`src/rtl/bsearch_pkg.sv`:
```
// rtl/bsearch_pkg.sv - shared constants, types and loader states for the binary-search memory
package bsearch_pkg;
    localparam int DATA_W = 8;
    localparam int ADDR_W = 5;
    localparam int DEPTH  = 32;

    typedef logic [DATA_W-1:0] data_t;
    typedef logic [ADDR_W-1:0] addr_t;
    typedef logic [ADDR_W:0]   cnt_t;

    typedef enum logic [1:0] {
        IDLE  = 2'd0,
        SHIFT = 2'd1,
        CLEAR = 2'd2
    } loader_state_t;

    localparam cnt_t DEPTH_CNT = cnt_t'(DEPTH);
    localparam cnt_t LAST_CNT  = cnt_t'(DEPTH - 1);
endpackage

```
`src/rtl/sorted_insert_loader_if.sv`:
```
// rtl/sorted_insert_loader_if.sv - value-insert handshake between producer and loader
interface sorted_insert_loader_if;
    import bsearch_pkg::*;

    data_t in_data;
    logic  in_valid;
    logic  in_ready;

    modport master (output in_data, output in_valid, input in_ready);
    modport slave  (input in_data, input in_valid, output in_ready);
endinterface

```
`src/rtl/sorted_insert_loader_mem.sv`:
```
// rtl/sorted_insert_loader_mem.sv - DEPTH x DATA_W array: one write port, compare tap, registered read
module sorted_mem
    import bsearch_pkg::*;
(
    input  logic  clock,
    input  logic  reset,
    input  logic  we,
    input  addr_t waddr,
    input  data_t wdata,
    input  addr_t tap_addr,
    output data_t tap_data,
    input  addr_t rd_addr,
    output data_t rd_data
);
    data_t mem [DEPTH];

    // Contents are deliberately not reset; the loader's count defines validity.
    always_ff @(posedge clock) begin
        if (we) begin
            mem[waddr] <= wdata;
        end
    end

    assign tap_data = mem[tap_addr];

    always_ff @(posedge clock) begin
        if (reset) begin
            rd_data <= '0;
        end else begin
            rd_data <= mem[rd_addr];
        end
    end
endmodule

```
`src/rtl/sorted_insert_loader.sv`:
```
// rtl/sorted_insert_loader.sv - shift-up sorted insert into a 32-entry array; LOADER_CLEAR_EN adds a zeroing clear
module sorted_insert_loader
    import bsearch_pkg::*;
(
    input  logic                  clock,
    input  logic                  reset,
    sorted_insert_loader_if.slave in_if,
`ifdef LOADER_CLEAR_EN
    input  logic                  clear,
`endif
    output logic                  busy,
    output logic                  full,
    output cnt_t                  count,
    input  addr_t                 rd_addr,
    output data_t                 rd_data
);
    loader_state_t state;
    cnt_t          ptr;
    data_t         val;

    logic  we;
    addr_t waddr;
    data_t wdata;
    addr_t tap_addr;
    data_t tap_data;
    logic  stop;

    assign busy           = (state != IDLE);
    assign full           = (count == DEPTH_CNT);
    assign in_if.in_ready = (state == IDLE) && !full;

    assign tap_addr = ptr[ADDR_W-1:0] - 1'b1;
    // Equal entries stay below the new value, keeping duplicates in arrival order.
    assign stop     = (ptr == '0) || (tap_data <= val);

    always_comb begin
        we    = 1'b0;
        waddr = ptr[ADDR_W-1:0];
        wdata = val;
        case (state)
            SHIFT: begin
                we    = !reset;
                wdata = stop ? val : tap_data;
            end
`ifdef LOADER_CLEAR_EN
            CLEAR: begin
                we    = !reset;
                wdata = '0;
            end
`endif
            default: ;
        endcase
    end

    always_ff @(posedge clock) begin
        if (reset) begin
            state <= IDLE;
            count <= '0;
            ptr   <= '0;
            val   <= '0;
        end else begin
            case (state)
                IDLE: begin
`ifdef LOADER_CLEAR_EN
                    if (clear) begin
                        state <= CLEAR;
                        count <= '0;
                        ptr   <= '0;
                    end else
`endif
                    if (in_if.in_valid && in_if.in_ready) begin
                        val   <= in_if.in_data;
                        ptr   <= count;
                        state <= SHIFT;
                    end
                end
                SHIFT: begin
                    if (stop) begin
                        count <= count + 1'b1;
                        state <= IDLE;
                    end else begin
                        ptr <= ptr - 1'b1;
                    end
                end
`ifdef LOADER_CLEAR_EN
                CLEAR: begin
                    if (ptr == LAST_CNT) begin
                        state <= IDLE;
                    end else begin
                        ptr <= ptr + 1'b1;
                    end
                end
`endif
                default: state <= IDLE;
            endcase
        end
    end

    sorted_mem u_mem (
        .clock    (clock),
        .reset    (reset),
        .we       (we),
        .waddr    (waddr),
        .wdata    (wdata),
        .tap_addr (tap_addr),
        .tap_data (tap_data),
        .rd_addr  (rd_addr),
        .rd_data  (rd_data)
    );
endmodule

```
`src/flat_wrapper.sv`:
```
// flat-port wrapper written by rule: the top's interface ports become plain ports
module sorted_insert_loader_flat import bsearch_pkg::*;
  (clock, reset, busy, full, count, rd_addr, rd_data, in_if_in_data, in_if_in_valid, in_if_in_ready);
  sorted_insert_loader_if in_if_i ();
  input  logic clock;
  input  logic reset;
  output logic busy;
  output logic full;
  output cnt_t count;
  input  addr_t rd_addr;
  output data_t rd_data;
  input wire logic [$bits(in_if_i.in_data)-1:0] in_if_in_data;
  input wire logic [$bits(in_if_i.in_valid)-1:0] in_if_in_valid;
  output wire logic [$bits(in_if_i.in_ready)-1:0] in_if_in_ready;
  assign in_if_i.in_data = in_if_in_data;
  assign in_if_i.in_valid = in_if_in_valid;
  assign in_if_in_ready = in_if_i.in_ready;
  sorted_insert_loader u_core (.clock(clock), .reset(reset), .in_if(in_if_i), .busy(busy), .full(full), .count(count), .rd_addr(rd_addr), .rd_data(rd_data));
endmodule
```
`config.mk`:
```
export PLATFORM = sky130hd
export DESIGN_NAME = sorted_insert_loader_flat
export DESIGN_NICKNAME = d
export VERILOG_FILES = /design/src/rtl/bsearch_pkg.sv /design/src/rtl/sorted_insert_loader_if.sv /design/src/rtl/sorted_insert_loader_mem.sv /design/src/rtl/sorted_insert_loader.sv /design/src/flat_wrapper.sv
export SDC_FILE = /design/constraint.sdc
export NUM_CORES = 1
export LEC_CHECK = 0
export ABC_AREA = 1
export BUFFER_PORTS_ARGS = -buffer_cell sky130_fd_sc_hd__buf_2
export CAP_MARGIN = 10
export CORE_MARGIN = 1.5
export CORE_UTILIZATION = 45
export DETAILED_ROUTE_END_ITERATION = 12
export GPL_ROUTABILITY_DRIVEN = 0
export SLEW_MARGIN = 10
export SYNTH_ARGS = -nofsm -noshare
export SYNTH_HDL_FRONTEND = slang
export SYNTH_SLANG_ARGS = --single-unit
```
`constraint.sdc`:
```
create_clock -name clock -period 11.22 [get_ports clock]
set_clock_uncertainty 0.05 [all_clocks]
set_input_delay 1.683 -clock clock [delete_from_list [all_inputs] [get_ports clock]]
set_output_delay 1.683 -clock clock [all_outputs]
set_load 0.005 [all_outputs]
```
==> results of run 1 <==
layout make-up:
type	instances	area, sq um
inverters	54	206.4
well taps	402	503.0
clock inverters	5	48.80
repair buffers	48	282.8
fillers	2951	15960
flip-flops and latches	285	8272
multi-input cells	1247	5534
clock buffers	52	914.6
final timing paths:
path / to / slack (ns) / depth (start not counted)
setup / recovery: u_core.u_mem.mem[8][0] / 4.65 / 20
hold / removal: u_core.count[4] / 0.46 / 2
setup reg to reg: u_core.u_mem.mem[8][0] / 4.65 / 20
hold reg to reg: u_core.count[4] / 0.46 / 2
per-layer routing:
metal | vias to the layer above | wire [um]
met5 | - | 0
met4 | 0 | 2185
met1 | 6039 | 19320
met2 | 782 | 21640
li1 | 5707 | -
met3 | 139 | 5822
layout by cell type (no fill, tap or decap), types with 4 or more instances in the layout:
| cell | n |
|---|---|
| buf_4 | 17 |
| clkbuf_1 | 15 |
| nand2_2 | 4 |
| nor2_1 | 110 |
| xor2_1 | 4 |
| clkinv_2 | 4 |
| ha_1 | 14 |
| clkbuf_8 | 6 |
| inv_2 | 5 |
| nand2_1 | 596 |
| dfxtp_1 | 28 |
| clkbuf_16 | 31 |
| o21ai_0 | 61 |
| nand3_1 | 397 |
| o22ai_1 | 6 |
| buf_2 | 31 |
| inv_1 | 46 |
| edfxtp_1 | 256 |
| a21oi_1 | 42 |
state kept, by name, indices dropped and copies added, names as in the netlist:
name	flops
u_core.ptr	6
u_core.u_mem.rd_data	8
u_core.state	1
u_core.val	8
u_core.count	6
u_core.u_mem.mem	256
stage by stage:
step / utilization / cells / total power, mW / hold WS [ns] / area, sq um
2_1_floorplan: - / 1699 / 2.941 / 0.3995 / 14540
5_1_grt: 0.4969 / 2093 / 4.995 / 0.5193 / 15760
6_report: 0.4969 / 2093 / 4.769 / 0.4647 / 15760
3_3_place_gp: 0.4665 / 2036 / 3.733 / 0.4495 / 14800
3_5_place_dp: 0.4665 / 2036 / 3.742 / 0.4525 / 14800
4_1_cts: 0.4969 / 2093 / 4.716 / 0.4616 / 15760
cell families (layout without fill, tap and decap cells):
family / Yosys count / after routing
simple gates: 1113 / 1113
flops: 285 / 285
buf+inv: 167 / 159
compound gates: 115 / 115
fa+ha+maj: 15 / 15
xor+xnor: 4 / 4
where the power goes:
part | switching (mW) | total (mW) | internal, mW
registers | 0.0746 | 1.52 | 1.44
clock network | 0.409 | 0.980 | 0.571
logic | 1.73 | 2.27 | 0.544
critical path: stages (launching register included):
cell,delay [ns]
dfxtp_4,0.90
inv_4,0.47
ha_1,0.37
inv_1,0.11
nand2_1,0.07
nand2_2,0.73
inv_2,0.49
nand3_1,0.21
nand3_1,0.15
nand3_1,0.15
nand2_1,0.07
ha_1,0.27
nand2_1,0.07
nor2_1,0.04
nand2_1,0.06
o21ai_1,0.07
inv_1,0.09
nand3_2,0.36
inv_1,0.37
nand3_1,0.12
nand2_1,0.88
cell usage after synthesis (all sizes together):
library cell and count:
buf 82, a21oi 42, nand3 399, edfxtp 256
nor2 111, clkbuf 31, clkinv 1, o211ai 1
nand2 600, nor3 1, xor2 4, o21ai 65
o22ai 6, dfxtp 29, ha 15, nand4 2
a21o 1, inv 53
==> impl_metrics.yaml, run 1 <==
global_routing:
  gr-total-overflow: 0
  met3_usage: 0.06414
  antenna_found_initial: 0
  grt_max_degree: 82
  grt_usage: 0.2950
  grt_use_met2: 0.4466
  grt_pass1_wl_um: 73940
  grt_pass1_vias: 11540
  grt.met1_usage: 0.4105
  grt_most_used_layer: "met2"
layout:
  fin_nets: 1698
  num_antenna_cells: 0
  area_growth_pct: 8.389
  drive_above_1_share: 0.06328
sta:
  rsz0062_at_grt: "no"
  worst_slack_ns: 4.646
  fmax_ghz: 0.1521
  max_slew_margin: 0.1990
  finalSetupViolations: 0
  worstMarginPinSlew_ns: 1.199
  hold_violations: 0
  fin_crit_sh: 0.5859
  period_needed_ns: 6.574
  drv_slew: 0
  tns_ns: 0
placed_design:
  port_buffers: 32
  hpwlAfterDp_um: 29920
  dp_worst_setup_slack_ns: 4.913
clock_network:
  insertion_delay_ns: 0.56
  cts-resized-gates: 0
  ctsLongestPathBuffers: 3
  cts_tree: "yes"
  cts_sinks: 285
  clk_pin_slew_ns: 0.06
  cts.htree.levels: 1
  ctsHoldBuffers: 0
  cts_setup_buffers: 0
  clock-root-buffer: "clkbuf_16"
  cts-buffers-inserted: 31
die:
  io_pins: 33
  core.rowCount: 65
  die_y_um: 182.8
  die_area_sq_mm: 0.03340
  initial_utilization: 0.4585
  die_x_um: 182.8
  fp.coreArea_sq_mm: 0.03172
yosys:
  synth_area_leaders: "edfxtp_1 (53%), nand2_1 (15%), nand3_1 (14%), dfxtp_1 (4.0%), nor2_1 (2.8%)"
  synth_top_family_by_area: "simple AND/OR/NAND/NOR gates"
  synth_compound_area_frac: 0.04147
  synth_simple_gate_area_frac: 0.3236
  syn-cell-area_sq_mm: 0.01454
  ys_seq_area_frac: 0.5686
  synth-xor-area-share: 0.002409
  synth_area_leader_cell: "edfxtp_1"
  yosysTopAreaCellShare: 0.5287
  synth_cell_type_count: 28
  postSynthNetCount: 1730
  ys_warn_count: 0
  ys_ff_latch: 285
  syn_area_per_cell_sq_um: 8.559
  postSynthCellCount: 1699
  synth.area.mux_share: 0
  synth-adder-area-share: 0.01291
routing:
  vias: 12670
  dr.pass1.iters: 6
  wirelength_um: 48960
  route.detailed.drc: 0
  wl_per_cell_um: 23.39
  via_per_inst: 6.052
  antenna_left: 0
  drt_first_iter_violations: 1882
power_and_ir_drop:
  peakVddDrop_mv: 0.3268
  p_per_area_mw_per_mm2: 302.6
  p_leak_nw: 6.156
job:
  maxCapViolations: 0
critical_path:
  cp-startpoint: "u_core.ptr[0]"
  end_kind: "flip-flop"
  worstSetupStartpointType: "flip-flop"
  arrival_ns: 6.71
  critical_path.max_fanout: 68
  worstPathRequired_ns: 11.36
  crit_type: "flip-flop to flip-flop"
  r2r-start: "u_core.ptr[0]"
run_status:
  status: "finished clean"
worst_hold_path:
  hp-start: "u_core.count[4]"
  hp-class: "flip-flop to flip-flop"
Note: power is estimated with default switching activity, not from simulation.
==> inputs of run 2 (changes only) <==
Clock period 11.22 ns to 6.73 ns, I/O delays scaled along.
==> run 2 against run 1 <==
Critical path depth unchanged. First-iteration DRC count decreased by 13%. Sequential power increased by 61%. Highest routed layer unchanged. Critical endpoint is now u_core.u_mem.mem[23][6]. Sequential share of layout area decreased by 0.61 points. Hold slack got worse by 0.016 ns. Total power increased by 69%. Design area increased by 1.2%. Setup slack got worse by 3.2 ns.
==> impl_metrics.yaml, run 2 (same netlist as run 1, synthesis figures left out) <==
run_status:
  status: "finished clean"
global_routing:
  grt_max_degree: 91
  grt_usage: 0.2859
  antenna_found_initial: 0
  gr-total-overflow: 0
  grt_pass1_wl_um: 70780
  grt_pass1_vias: 11280
layout:
  fin_nets: 1706
  top_register: "u_core.u_mem.mem"
  reg_top3: "u_core.u_mem.mem x256, u_core.u_mem.rd_data x8, u_core.val x8"
  fillers: 2956
  drive_above_1_share: 0.07466
  final_cell_mix: "nand2_1 (596), nand3_1 (397), edfxtp_1 (256)"
  largest_reg_flops: 256
  area_growth_pct: 9.671
  layout_commonest_cell: "nand2_1"
sta:
  period_needed_ns: 5.307
  whs_ns: 0.4488
  rsz0062_at_grt: "no"
  hold_violations: 0
  tns_ns: 0
  fin_crit_sh: 0.7885
  finalSetupViolations: 0
  worstMarginPinSlew_ns: 1.197
  fmax_ghz: 0.1884
  drv_slew: 0
  max_slew_margin: 0.1993
power_and_ir_drop:
  peakVddDrop_mv: 0.3054
  p_per_area_mw_per_mm2: 505.3
  p_leak_nw: 6.267
worst_hold_path:
  hp-class: "flip-flop to flip-flop"
  holdPathStages: 2
die:
  die_x_um: 182.8
  io_pins: 33
  die_area_sq_mm: 0.03340
  fp.coreArea_sq_mm: 0.03172
  initial_utilization: 0.4585
  core.rowCount: 65
  die_y_um: 182.8
critical_path:
  cpPeakStageDelay_ns: 0.79
  crit_type: "flip-flop to flip-flop"
  cp.depth: 20
  crit_buf_inv: 6
  critical_path.max_fanout: 45
  critPathSlowestCell: "inv_2"
  crit_family: "buffers and inverters"
  worstPathRequired_ns: 7.02
  arrival_ns: 5.59
  worstRegToRegCells: 20
  critPathMostFrequentCell: "nand2_1"
  worstSetupStartpointType: "flip-flop"
  crit_chain: "inv_4 -> ha_2 -> inv_2 -> buf_4 -> nand3_1 -> nand3_1 -> nand3_1 -> nand3_1 -> nand2_1 -> ha_1 -> nand2_1 -> nor2_1 -> nand2_1 -> o21ai_1 -> inv_1 -> nand3_2 -> inv_1 -> nand2_1 -> nand2_1 -> buf_4"
  end_kind: "flip-flop"
clock_network:
  cts-resized-gates: 0
  insertion_delay_ns: 0.52
  ctsLongestPathBuffers: 3
  clk_pin_slew_ns: 0.06
  cts_tree: "yes"
  ctsHoldBuffers: 0
  cts_setup_buffers: 0
  cts.htree.levels: 2
  clock-root-buffer: "clkbuf_16"
  cts_sinks: 285
  cts-buffers-inserted: 34
routing:
  vias: 12490
  antenna_left: 0
  via_per_inst: 5.934
  drt_first_iter_violations: 1643
  route.detailed.drc: 0
  dr.pass1.iters: 6
  wirelength_um: 47410
  wl_per_cell_um: 22.53
placed_design:
  hpwlAfterDp_um: 27860
  port_buffers: 32
job:
  maxCapViolations: 0
run 2: cell types whose count changed in the layout (fill, tap and decap cells not counted), moves of 2 or more:
cell	change
clkbuf_1	-10
buf_4	+5
clkinv_2	+7
bufinv_16	+2
inv_6	+2
clkbuf_8	-3
clkbuf_16	+3
run 2: worst paths after layout:
kind	to	slack, ns	start
hold / removal	u_core.count[4]	0.45	u_core.count[4]
setup / recovery	u_core.u_mem.mem[23][6]	1.42	u_core.ptr[0]
setup reg to reg	u_core.u_mem.mem[23][6]	1.42	u_core.ptr[0]
hold reg to reg	u_core.count[4]	0.45	u_core.count[4]
run 2: metal layers:
metal	vias to the layer above	global-route usage	share of wire	wire length, um
li1	5720	-	-	-
met1	5942	0.3902	0.40	19200
met2	710	0.4508	0.46	21680
met3	113	0.05818	0.10	4817
met4	0	0.1094	0.036	1709
met5	-	0	0	0
run 2: metrics by stage:
step | setup slack, ns | power [mW] | area, sq um | utilization | std cells
6_report | 1.423 | 8.059 | 15950 | 0.5028 | 2104
5_1_grt | 1.158 | 8.489 | 15950 | 0.5027 | 2103
4_1_cts | 1.468 | 7.978 | 15940 | 0.5026 | 2103
3_5_place_dp | 1.490 | 6.168 | 14840 | 0.4678 | 2041
3_3_place_gp | 1.582 | 6.136 | 14840 | 0.4678 | 2041
2_1_floorplan | 3.086 | 4.903 | 14540 | - | 1699
run 2: report_power, final:
group,switching (mW),internal (mW),leakage [nW]
Combinational,2.84,0.945,3.13
Sequential,0.0560,2.40,2.58
Clock,0.737,1.09,0.553
run 2: cell type report:
class	instances	area (sq um)	area share
antenna	1	2.502	0.0001569
clock buffer	42	910.9	0.05712
clock inverter	20	195.2	0.01224
inverter	54	207.7	0.01302
multi-input combinational	1247	5537	0.3472
sequential	285	8272	0.5187
tap	402	503.0	0.03154
timing repair buffer	53	320.3	0.02008
run 2: worst register-to-register path: stages, from the launching register on:
cell and delay [ns]:
dfxtp_4 0.35, inv_4 0.32, ha_2 0.39, inv_2 0.79, buf_4 0.41, nand3_1 0.11
nand3_1 0.09, nand3_1 0.16, nand3_1 0.13, nand2_1 0.09, ha_1 0.29, nand2_1 0.09
nor2_1 0.06, nand2_1 0.06, o21ai_1 0.06, inv_1 0.09, nand3_2 0.35, inv_1 0.39
nand2_1 0.10, nand2_1 0.43, buf_4 0.33
